==> src/rtl/sha256_stream_padder.sv <==
// sha256_stream_padder: streaming SHA-256 message padder.
// Takes big-endian 32-bit message words and emits the padded message as
// 512-bit blocks: data, 0x80 marker, zero fill, 64-bit message bit length.
module sha256_stream_padder #(
   parameter int LEN_W = 64,
   parameter int CNT_W = 32
) (
   input  logic             clk,
   input  logic             rst,
   input  logic             in_valid,
   output logic             in_ready,
   input  logic [31:0]      in_data,
   input  logic             in_last,
   input  logic [2:0]       in_bytes,
   output logic             out_valid,
   input  logic             out_ready,
   output logic [31:0]      out_data,
   output logic [3:0]       out_word_idx,
   output logic             out_block_last,
   output logic             out_msg_last,
   output logic [CNT_W-1:0] block_count
);

   typedef enum logic [2:0] {
      ST_DATA,
      ST_PAD_ONE,
      ST_ZERO,
      ST_LEN_HI,
      ST_LEN_LO
   } state_t;

   state_t           state, state_nxt;
   logic [LEN_W-1:0] bit_cnt, bit_cnt_nxt;
   logic [3:0]       next_idx;      // index the next loaded word will carry
   logic             can_load;      // output register is free this cycle
   logic             load;
   logic [31:0]      load_data;
   logic [2:0]       last_bytes;    // in_bytes saturated to 4
   logic [63:0]      len64;
   state_t           after_marker;

   assign len64 = 64'(bit_cnt);

   // Next-state, input acceptance and the word to load into the output stage.
   always_comb begin
      // NOTE: every signal written here gets a default first so no latch is inferred.
      can_load     = !out_valid || out_ready;
      in_ready     = !rst && (state == ST_DATA) && can_load;
      load         = 1'b0;
      load_data    = 32'h0;
      state_nxt    = state;
      bit_cnt_nxt  = bit_cnt;
      last_bytes   = (in_bytes > 3'd4) ? 3'd4 : in_bytes;
      // A marker at idx 13 leaves exactly room for the length; otherwise fill.
      after_marker = (next_idx == 4'd13) ? ST_LEN_HI : ST_ZERO;

      case (state)
         ST_DATA: begin
            if (in_valid && in_ready) begin
               load = 1'b1;
               if (!in_last) begin
                  load_data   = in_data;
                  bit_cnt_nxt = bit_cnt + LEN_W'(32);
               end else begin
                  bit_cnt_nxt = bit_cnt + LEN_W'({last_bytes, 3'b000});
                  state_nxt   = after_marker;
                  case (last_bytes)
                     3'd0:    load_data = 32'h8000_0000;
                     3'd1:    load_data = {in_data[31:24], 24'h80_0000};
                     3'd2:    load_data = {in_data[31:16], 16'h8000};
                     3'd3:    load_data = {in_data[31:8], 8'h80};
                     default: begin
                        load_data = in_data;
                        state_nxt = ST_PAD_ONE;
                     end
                  endcase
               end
            end
         end
         ST_PAD_ONE: begin
            if (can_load) begin
               load      = 1'b1;
               load_data = 32'h8000_0000;
               state_nxt = after_marker;
            end
         end
         ST_ZERO: begin
            if (can_load) begin
               load = 1'b1;
               if (next_idx == 4'd13) state_nxt = ST_LEN_HI;
            end
         end
         ST_LEN_HI: begin
            if (can_load) begin
               load      = 1'b1;
               load_data = len64[63:32];
               state_nxt = ST_LEN_LO;
            end
         end
         ST_LEN_LO: begin
            // The length is captured in the output word, so the counter can
            // restart now; a new message is accepted only once it transfers.
            if (can_load) begin
               load        = 1'b1;
               load_data   = len64[31:0];
               state_nxt   = ST_DATA;
               bit_cnt_nxt = '0;
            end
         end
         default: state_nxt = ST_DATA;
      endcase
   end

   // State, counters and the single registered output stage.
   always_ff @(posedge clk) begin
      // NOTE: sequential state uses non-blocking assignments only.
      if (rst) begin
         state          <= ST_DATA;
         bit_cnt        <= '0;
         next_idx       <= 4'd0;
         out_valid      <= 1'b0;
         out_data       <= 32'h0;
         out_word_idx   <= 4'd0;
         out_block_last <= 1'b0;
         out_msg_last   <= 1'b0;
         block_count    <= '0;
      end else begin
         state   <= state_nxt;
         bit_cnt <= bit_cnt_nxt;
         if (load) begin
            out_valid      <= 1'b1;
            out_data       <= load_data;
            out_word_idx   <= next_idx;
            out_block_last <= (next_idx == 4'd15);
            out_msg_last   <= (state == ST_LEN_LO);
            next_idx       <= next_idx + 4'd1;
         end else if (out_ready) begin
            out_valid <= 1'b0;
         end
         if (out_valid && out_ready && out_block_last) begin
            block_count <= out_msg_last ? '0 : block_count + CNT_W'(1);
         end
      end
   end

endmodule

==> config.mk <==
export PLATFORM = sky130hd
export DESIGN_NAME = sha256_stream_padder
export DESIGN_NICKNAME = d
export VERILOG_FILES = /design/src/rtl/sha256_stream_padder.sv
export SDC_FILE = /design/constraint.sdc
export NUM_CORES = 1
export LEC_CHECK = 0
export CELL_PAD_IN_SITES_DETAIL_PLACEMENT = 0
export CELL_PAD_IN_SITES_GLOBAL_PLACEMENT = 1
export CORE_UTILIZATION = 43
export CTS_CLUSTER_SIZE = 28
export DETAILED_ROUTE_END_ITERATION = 10
export GPL_ROUTABILITY_DRIVEN = 0
export GPL_TIMING_DRIVEN = 0
export MAX_ROUTING_LAYER = met4
export PLACE_DENSITY_LB_ADDON = 0.3
export SLEW_MARGIN = 20
export SYNTH_ARGS = -nofsm -noshare
export SYNTH_HDL_FRONTEND = slang
export SYNTH_SLANG_ARGS = --single-unit
==> constraint.sdc <==
create_clock -name clk -period 3.9 [get_ports clk]
set_input_delay 0.585 -clock clk [delete_from_list [all_inputs] [get_ports clk]]
set_output_delay 0.585 -clock clk [all_outputs]
set_load 0.02 [all_outputs]
==> results.toml, run 1 <==
[routing]
ant_nets = 0
drt_wl_total_um = 21200
vias_per_cell = 5.786
wire_per_inst_um = 18.06
vias = 6793
drcViolationCount = 0
detail_route.first_pass.iterations = 6
first_iter_violations = 614

[placed_design]
io_buffers = 110
dpl.hpwl_um = 15580
placed_area_sq_um = 8223
place_ws_ns = -0.1331
placed_cells = 1144

[floorplan]
floorplan.rows = 45
initial_core_util_pct = 44.53
dieWidth_um = 128.2
coreArea_sq_um = 15370
dieArea_sq_um = 16430
die_h_um = 128.2
ios = 112

[cts]
cts_made_buffers = 17
clk_pin_slew_ns = 0.06
postCtsResizedCells = 0
clock-sinks = 139
cts_tree = "yes"
clockBufferDepth = 2
clk-insertion-delay-late_ns = 0.42
post-cts-setup-buffers = 0
ctsHtreeMaxLevel = 4
postCtsHoldBufs = 0
clockRootBuffer = "clkbuf_16"

[synth]
synth_edf_count = 0
ys_async_sr_fraction_pct = 0
ys_types = 62
ys_seq_elements = 139
yosys_warnings = 0
yosys.area.top_type_share_pct = 40.65
synthesis.area_sq_um = 6845
post-synth-top-count-cell = "dfxtp_1"
ys_seq_area_share_pct = 40.65
synthCells = 823
synth.area.top_cells = "dfxtp_1, nand2_1, a21oi_1, a222oi_1, xnor2_1"
post-synth-top-area-cell = "dfxtp_1"
syn_avg_cell_area_sq_um = 8.318
synth_nets = 871
ys.flop_type = "dfxtp_1"
synth.top_cells.by_count = "dfxtp_1, nand2_1, nor2_1, a21oi_1, clkbuf_1"

[finish]
area_growth_pct = 28.17
final_nets = 1000
drive_gt1_share_pct = 6.127
regArea_sq_um = 2783
fin_cells = 1174
multiInputGateArea_sq_um = 3794
final_cell_area_sq_um = 8773
num-fill-cells = 1461
diodes = 0

[sta]
skew_ns = 0.006142
period_share_pct = 93.90
finalCriticalPeriod_ns = 3.662
setup_viol = 0
hold_viol_final = 0
fmaxAchievable_mhz = 273.1
max-slew-margin-rel_pct = 39.05
fin_ws_ns = 0.2378
worstMarginPinSlew_ns = 0.9108
hold-worst-slack_ns = 0.4526
drv_slew = 0
rsz0062_at_grt = "no"

[pwr]
p_int_mw = 2.502
p_leak_nw = 2.829
p_sw_mw = 0.7848
seq_power_share_pct = 44.4
ir_drop_uv = 311.0
total_power_mw = 3.287
power_density_nw_per_um2 = 374.6
combPwrFrac_pct = 8.0
netSwitchingFraction_pct = 23.88
p_clk_share_pct = 47.5

[grt]
gr-total-overflow = 0
grt_max_degree = 17
grt_usage_pct = 27.08
grt_pass1_vias = 6048
antenna_found_initial = 0
grt_pass1_wl_um = 33080

[critical_path]
cp-start-kind = "primary input"
crit_slowest_cell = "clkdlybuf4s50_1"
critPathMaxStageDelay_ns = 0.55
critPathTopFamily = "buffers and inverters"
crit_buf_inv = 4
cp.arrival_ns = 3.96
cp.required_ns = 4.20
cp-end-kind = "register"
worst-path-max-fanout = 10
worstPathCellList = "clkdlybuf4s50_1 > nor2b_1 > ha_1 > inv_1 > fa_1 > nor2b_1 > o211ai_1 > or4_1 > clkbuf_1 > clkbuf_1 > o41ai_1 > a21oi_1"
crit_type = "in2reg"
r2r_slack_ns = 0.75

[run_status]
status = "finished clean"

[worst_hold_path]
worstHoldPathType = "reg2reg"

[job]
drv_cap = 0
sequential cells by signal, indices dropped and copies added, names as in the netlist:
name	cells
bit_cnt	61
block_count	32
next_idx	4
out_block_last	1
out_data	32
out_msg_last	1
out_valid	1
out_word_idx	4
state	3
final cells by class:
| cell class | instances | share of cell area (%) |
|---|---|---|
| multi-input combinational | 622 | 43.24 |
| sequential | 139 | 31.72 |
| timing repair buffer | 110 | 12.55 |
| clock buffer | 22 | 5.177 |
| tap | 211 | 3.009 |
| buffer | 46 | 2.524 |
| clock inverter | 8 | 1.098 |
| inverter | 16 | 0.6845 |
stage by stage:
step                      utilization (%)  TNS [ns]
final                               57.08         0
after global routing                57.08         0
after CTS                           57.08         0
after detailed placement            53.50   -0.6218
after global placement              53.41   -0.4875
after floorplan                         -         0
worst paths after layout:
path / from / end / depth (start not counted)
setup / recovery: in_bytes[2] / bit_cnt[51]$_SDFFE_PP0P_ / 12
hold / removal: out_data[6]$_SDFFE_PP0P_ / out_data[6]$_SDFFE_PP0P_ / 2
setup reg to reg: bit_cnt[3]$_SDFFE_PP0P_ / bit_cnt[51]$_SDFFE_PP0P_ / 10
hold reg to reg: out_data[6]$_SDFFE_PP0P_ / out_data[6]$_SDFFE_PP0P_ / 2
power by group through the flow:
stage          registers (mW)  clock network [mW]  logic (mW)
2_1_floorplan            1.51                   0       0.113
3_5_place_dp             1.49                   0       0.261
4_1_cts                  1.46                1.58       0.263
6_report                 1.46                1.56       0.263
3_3_place_gp             1.49                   0       0.261
5_1_grt                  1.46                1.64       0.283
layout by cell type (no fill, tap or decap), types with 5 or more instances in the layout:
cell type | Yosys | layout
xnor2_1 | 33 | 33
dfxtp_1 | 139 | 139
clkbuf_16 | 0 | 17
clkbuf_1 | 36 | 40
nand4_1 | 27 | 27
a222oi_1 | 29 | 29
or3_1 | 12 | 12
nor4_1 | 23 | 21
nor2_1 | 73 | 73
a211oi_1 | 5 | 5
or2_2 | 6 | 6
and4_1 | 11 | 11
inv_1 | 16 | 16
a21oi_1 | 72 | 72
o211ai_1 | 11 | 11
xor2_1 | 8 | 8
o21ai_0 | 25 | 25
nor2b_1 | 6 | 6
nand2_1 | 102 | 102
ha_1 | 7 | 7
o31ai_1 | 12 | 12
clkdlybuf4s50_1 | 0 | 110
nor3_1 | 12 | 12
nand3_1 | 34 | 34
and3_1 | 12 | 12
or4_1 | 25 | 25
mux2i_1 | 10 | 10
nand2b_1 | 14 | 14
worst min-delay path, delay by kind of cell (launching register included):
family           cells  cell delay, ns
AO/OA/AOI/OAI        1            0.05
flip-flops           1            0.31
AND/OR/NAND/NOR      1            0.05
metal layers:
metal	global-route usage, %	vias up	part of all wire (%)
met1	37.40	3201	48
met2	39.45	241	44
met5	-	-	0
met4	9.550	0	1.7
met3	4.883	28	6.1
li1	-	3323	-
logic make-up (layout without fill, tap and decap cells):
kind of cell	count (synthesis)	in the layout	synth area share [%]
flops	139	139	40.65
xor+xnor	41	41	5.246
fa+ha+maj	8	8	1.572
compound gates	179	179	17.38
simple gates	381	381	29.08
mux	13	13	1.956
buf+inv	62	202	4.113
No activity file was read; power rests on OpenSTA's default activity.
==> inputs of run 2 (changes only) <==
- SLEW_MARGIN: 20 -> unset
==> run 2 against run 1 <==
Against the previous run: routed wire length grew 0.14%; setup slack better by 0.046 ns; largest cell class unchanged; combinational power barely moved; clock-buffer cell count fell by 4; worst hold slack better by 0.0018 ns; critical path type unchanged; cell area is 0.97% higher; total power grew 6.9%; non-clock buffer count is the same; sequential power hardly changed.
==> results.toml, run 2 (synthesis gave the netlist of run 1 again) <==
[run_status]
status = "finished clean"

[finish]
top_register = "bit_cnt"
largest_reg_flops = 61
reg_top3 = "bit_cnt x61, block_count x32, out_data x32"
area_growth_pct = 29.41
fin_cells = 1176
regArea_sq_um = 2783
most-common-layout-cells = "dfxtp_1, clkdlybuf4s50_1, nand2_1, nor2_1, a21oi_1"
layout_commonest_cell = "dfxtp_1"
num-fill-cells = 1434
diodes = 0
multiInputGateArea_sq_um = 3781
final_nets = 1000
drive_gt1_share_pct = 6.425

[worst_hold_path]
worstHoldPathType = "reg2reg"
holdPathStages = 2
hp-start = "out_data[16]$_SDFFE_PP0P_"
min_to = "out_data[16]$_SDFFE_PP0P_"

[cts]
postCtsHoldBufs = 0
clockRootBuffer = "clkbuf_16"
clk_pin_slew_ns = 0.06
ctsHtreeMaxLevel = 4
cts_tree = "yes"
post-cts-setup-buffers = 0
cts_made_buffers = 17
clock-sinks = 139
clk-insertion-delay-late_ns = 0.43
clockBufferDepth = 2
postCtsResizedCells = 0

[critical_path]
r2r_slack_ns = 0.78
cp-end-kind = "register"
critPathTopFamily = "buffers and inverters"
reg2regPathDepth = 10
r2r-end = "bit_cnt[51]$_SDFFE_PP0P_"
worstPathCellList = "clkdlybuf4s50_1 > nor2b_1 > ha_1 > inv_1 > fa_1 > nor2b_1 > o211ai_1 > or4_1 > clkbuf_1 > clkbuf_1 > o41ai_1 > a21oi_1"
crit_type = "in2reg"
worst-path-max-fanout = 10
cp-start-kind = "primary input"
cp.arrival_ns = 3.92
critPathMaxStageDelay_ns = 0.55
crit_slowest_cell = "clkdlybuf4s50_1"
rr_startpoint = "bit_cnt[3]$_SDFFE_PP0P_"
cp.required_ns = 4.20
crit_buf_inv = 4

[sta]
fin_ws_ns = 0.2834
skew_ns = 0.008484
fmaxAchievable_mhz = 276.5
period_share_pct = 92.73
hold-worst-slack_ns = 0.4544
drv_slew = 0
hold_viol_final = 0
finalCriticalPeriod_ns = 3.617
worstMarginPinSlew_ns = 1.353
max-slew-margin-rel_pct = 8.968
setup_viol = 0
rsz0062_at_grt = "no"

[floorplan]
die_h_um = 128.2
dieArea_sq_um = 16430
initial_core_util_pct = 44.53
ios = 112
dieWidth_um = 128.2
coreArea_sq_um = 15370
floorplan.rows = 45

[placed_design]
place_ws_ns = -0.09919
io_buffers = 110
dpl.hpwl_um = 15530
placed_cells = 1144

[routing]
ant_nets = 0
detail_route.first_pass.iterations = 7
vias = 6861
first_iter_violations = 688
drcViolationCount = 0
vias_per_cell = 5.834
drt_wl_total_um = 21230
wire_per_inst_um = 18.05

[grt]
grt_max_degree = 17
grt_pass1_wl_um = 33240
gr-total-overflow = 0
grt_usage_pct = 27.24
antenna_found_initial = 0
grt_pass1_vias = 5983

[job]
drv_cap = 0

[pwr]
netSwitchingFraction_pct = 23.36
p_int_mw = 2.692
p_sw_mw = 0.8204
seq_power_share_pct = 41.6
power_density_nw_per_um2 = 396.5
total_power_mw = 3.513
combPwrFrac_pct = 7.5
p_leak_nw = 2.859
ir_drop_uv = 306.6
p_clk_share_pct = 50.9
-- run 2: cell types whose count changed in the layout (fill, tap and decap cells not counted), sizes merged --
cell	change
bufinv	+3
inv	+2
clkinvlp	+4
clkinv	-3
clkbuf	-4
-- run 2: metal layers --
layer / vias up / GRT usage, % / wire length, um
li1: 3332 / - / -
met1: 3227 / 38.00 / 9921
met2: 271 / 40.09 / 9406
met3: 31 / 4.382 / 1545
met4: 0 / 8.581 / 357
met5: - / - / 0
-- run 2: power groups by stage --
stage	clock [mW]	sequential, mW	combinational, mW
final	1.79	1.46	0.263
after global routing	1.88	1.46	0.284
after CTS	1.81	1.46	0.262
after detailed placement	0	1.49	0.261
after global placement	0	1.49	0.261
after floorplan	0	1.51	0.113
-- run 2: cell type report --
cell class,instances,share of cell area [%]
multi-input cells,622,42.68
flip-flops and latches,139,31.41
repair buffers,110,12.43
clock buffers,18,4.845
well taps,211,2.980
plain buffers,46,2.500
clock inverters,14,2.472
inverters,16,0.6780
-- run 2: worst reg2reg max path: stages, from the launching register on --
cell	delay, ns
dfxtp_1	0.37
ha_1	0.20
inv_1	0.06
fa_1	0.39
nor2b_1	0.28
o211ai_1	0.28
or4_1	0.46
clkbuf_1	0.23
clkbuf_1	0.31
o41ai_1	0.31
a21oi_1	0.10
-- run 2: worst max-delay path by stage --
| stage | cells past startpoint | endpoint | slack, ns | from |
|---|---|---|---|---|
| 2_1_floorplan | 10 | bit_cnt[49]$_SDFFE_PP0P_ | 1.05 | in_bytes[0] |
| 3_3_place_gp | 12 | bit_cnt[51]$_SDFFE_PP0P_ | -0.13 | in_bytes[2] |
| 3_5_place_dp | 12 | bit_cnt[51]$_SDFFE_PP0P_ | -0.1 | in_bytes[2] |
| 4_1_cts | 12 | bit_cnt[51]$_SDFFE_PP0P_ | 0.32 | in_bytes[2] |
| 5_1_grt | 12 | bit_cnt[43]$_SDFFE_PP0P_ | 0.05 | in_bytes[2] |
| 6_report | 12 | bit_cnt[51]$_SDFFE_PP0P_ | 0.28 | in_bytes[0] |
-- run 2: metrics by stage --
step                setup TNS, ns  cell area, sq um  utilization, %
floorplan                       0              6845               -
global route                    0              8859           57.63
detailed placement        -0.3197              8210           53.41
finish                          0              8859           57.63
global placement          -0.4875              8210           53.41
CTS                             0              8859           57.63
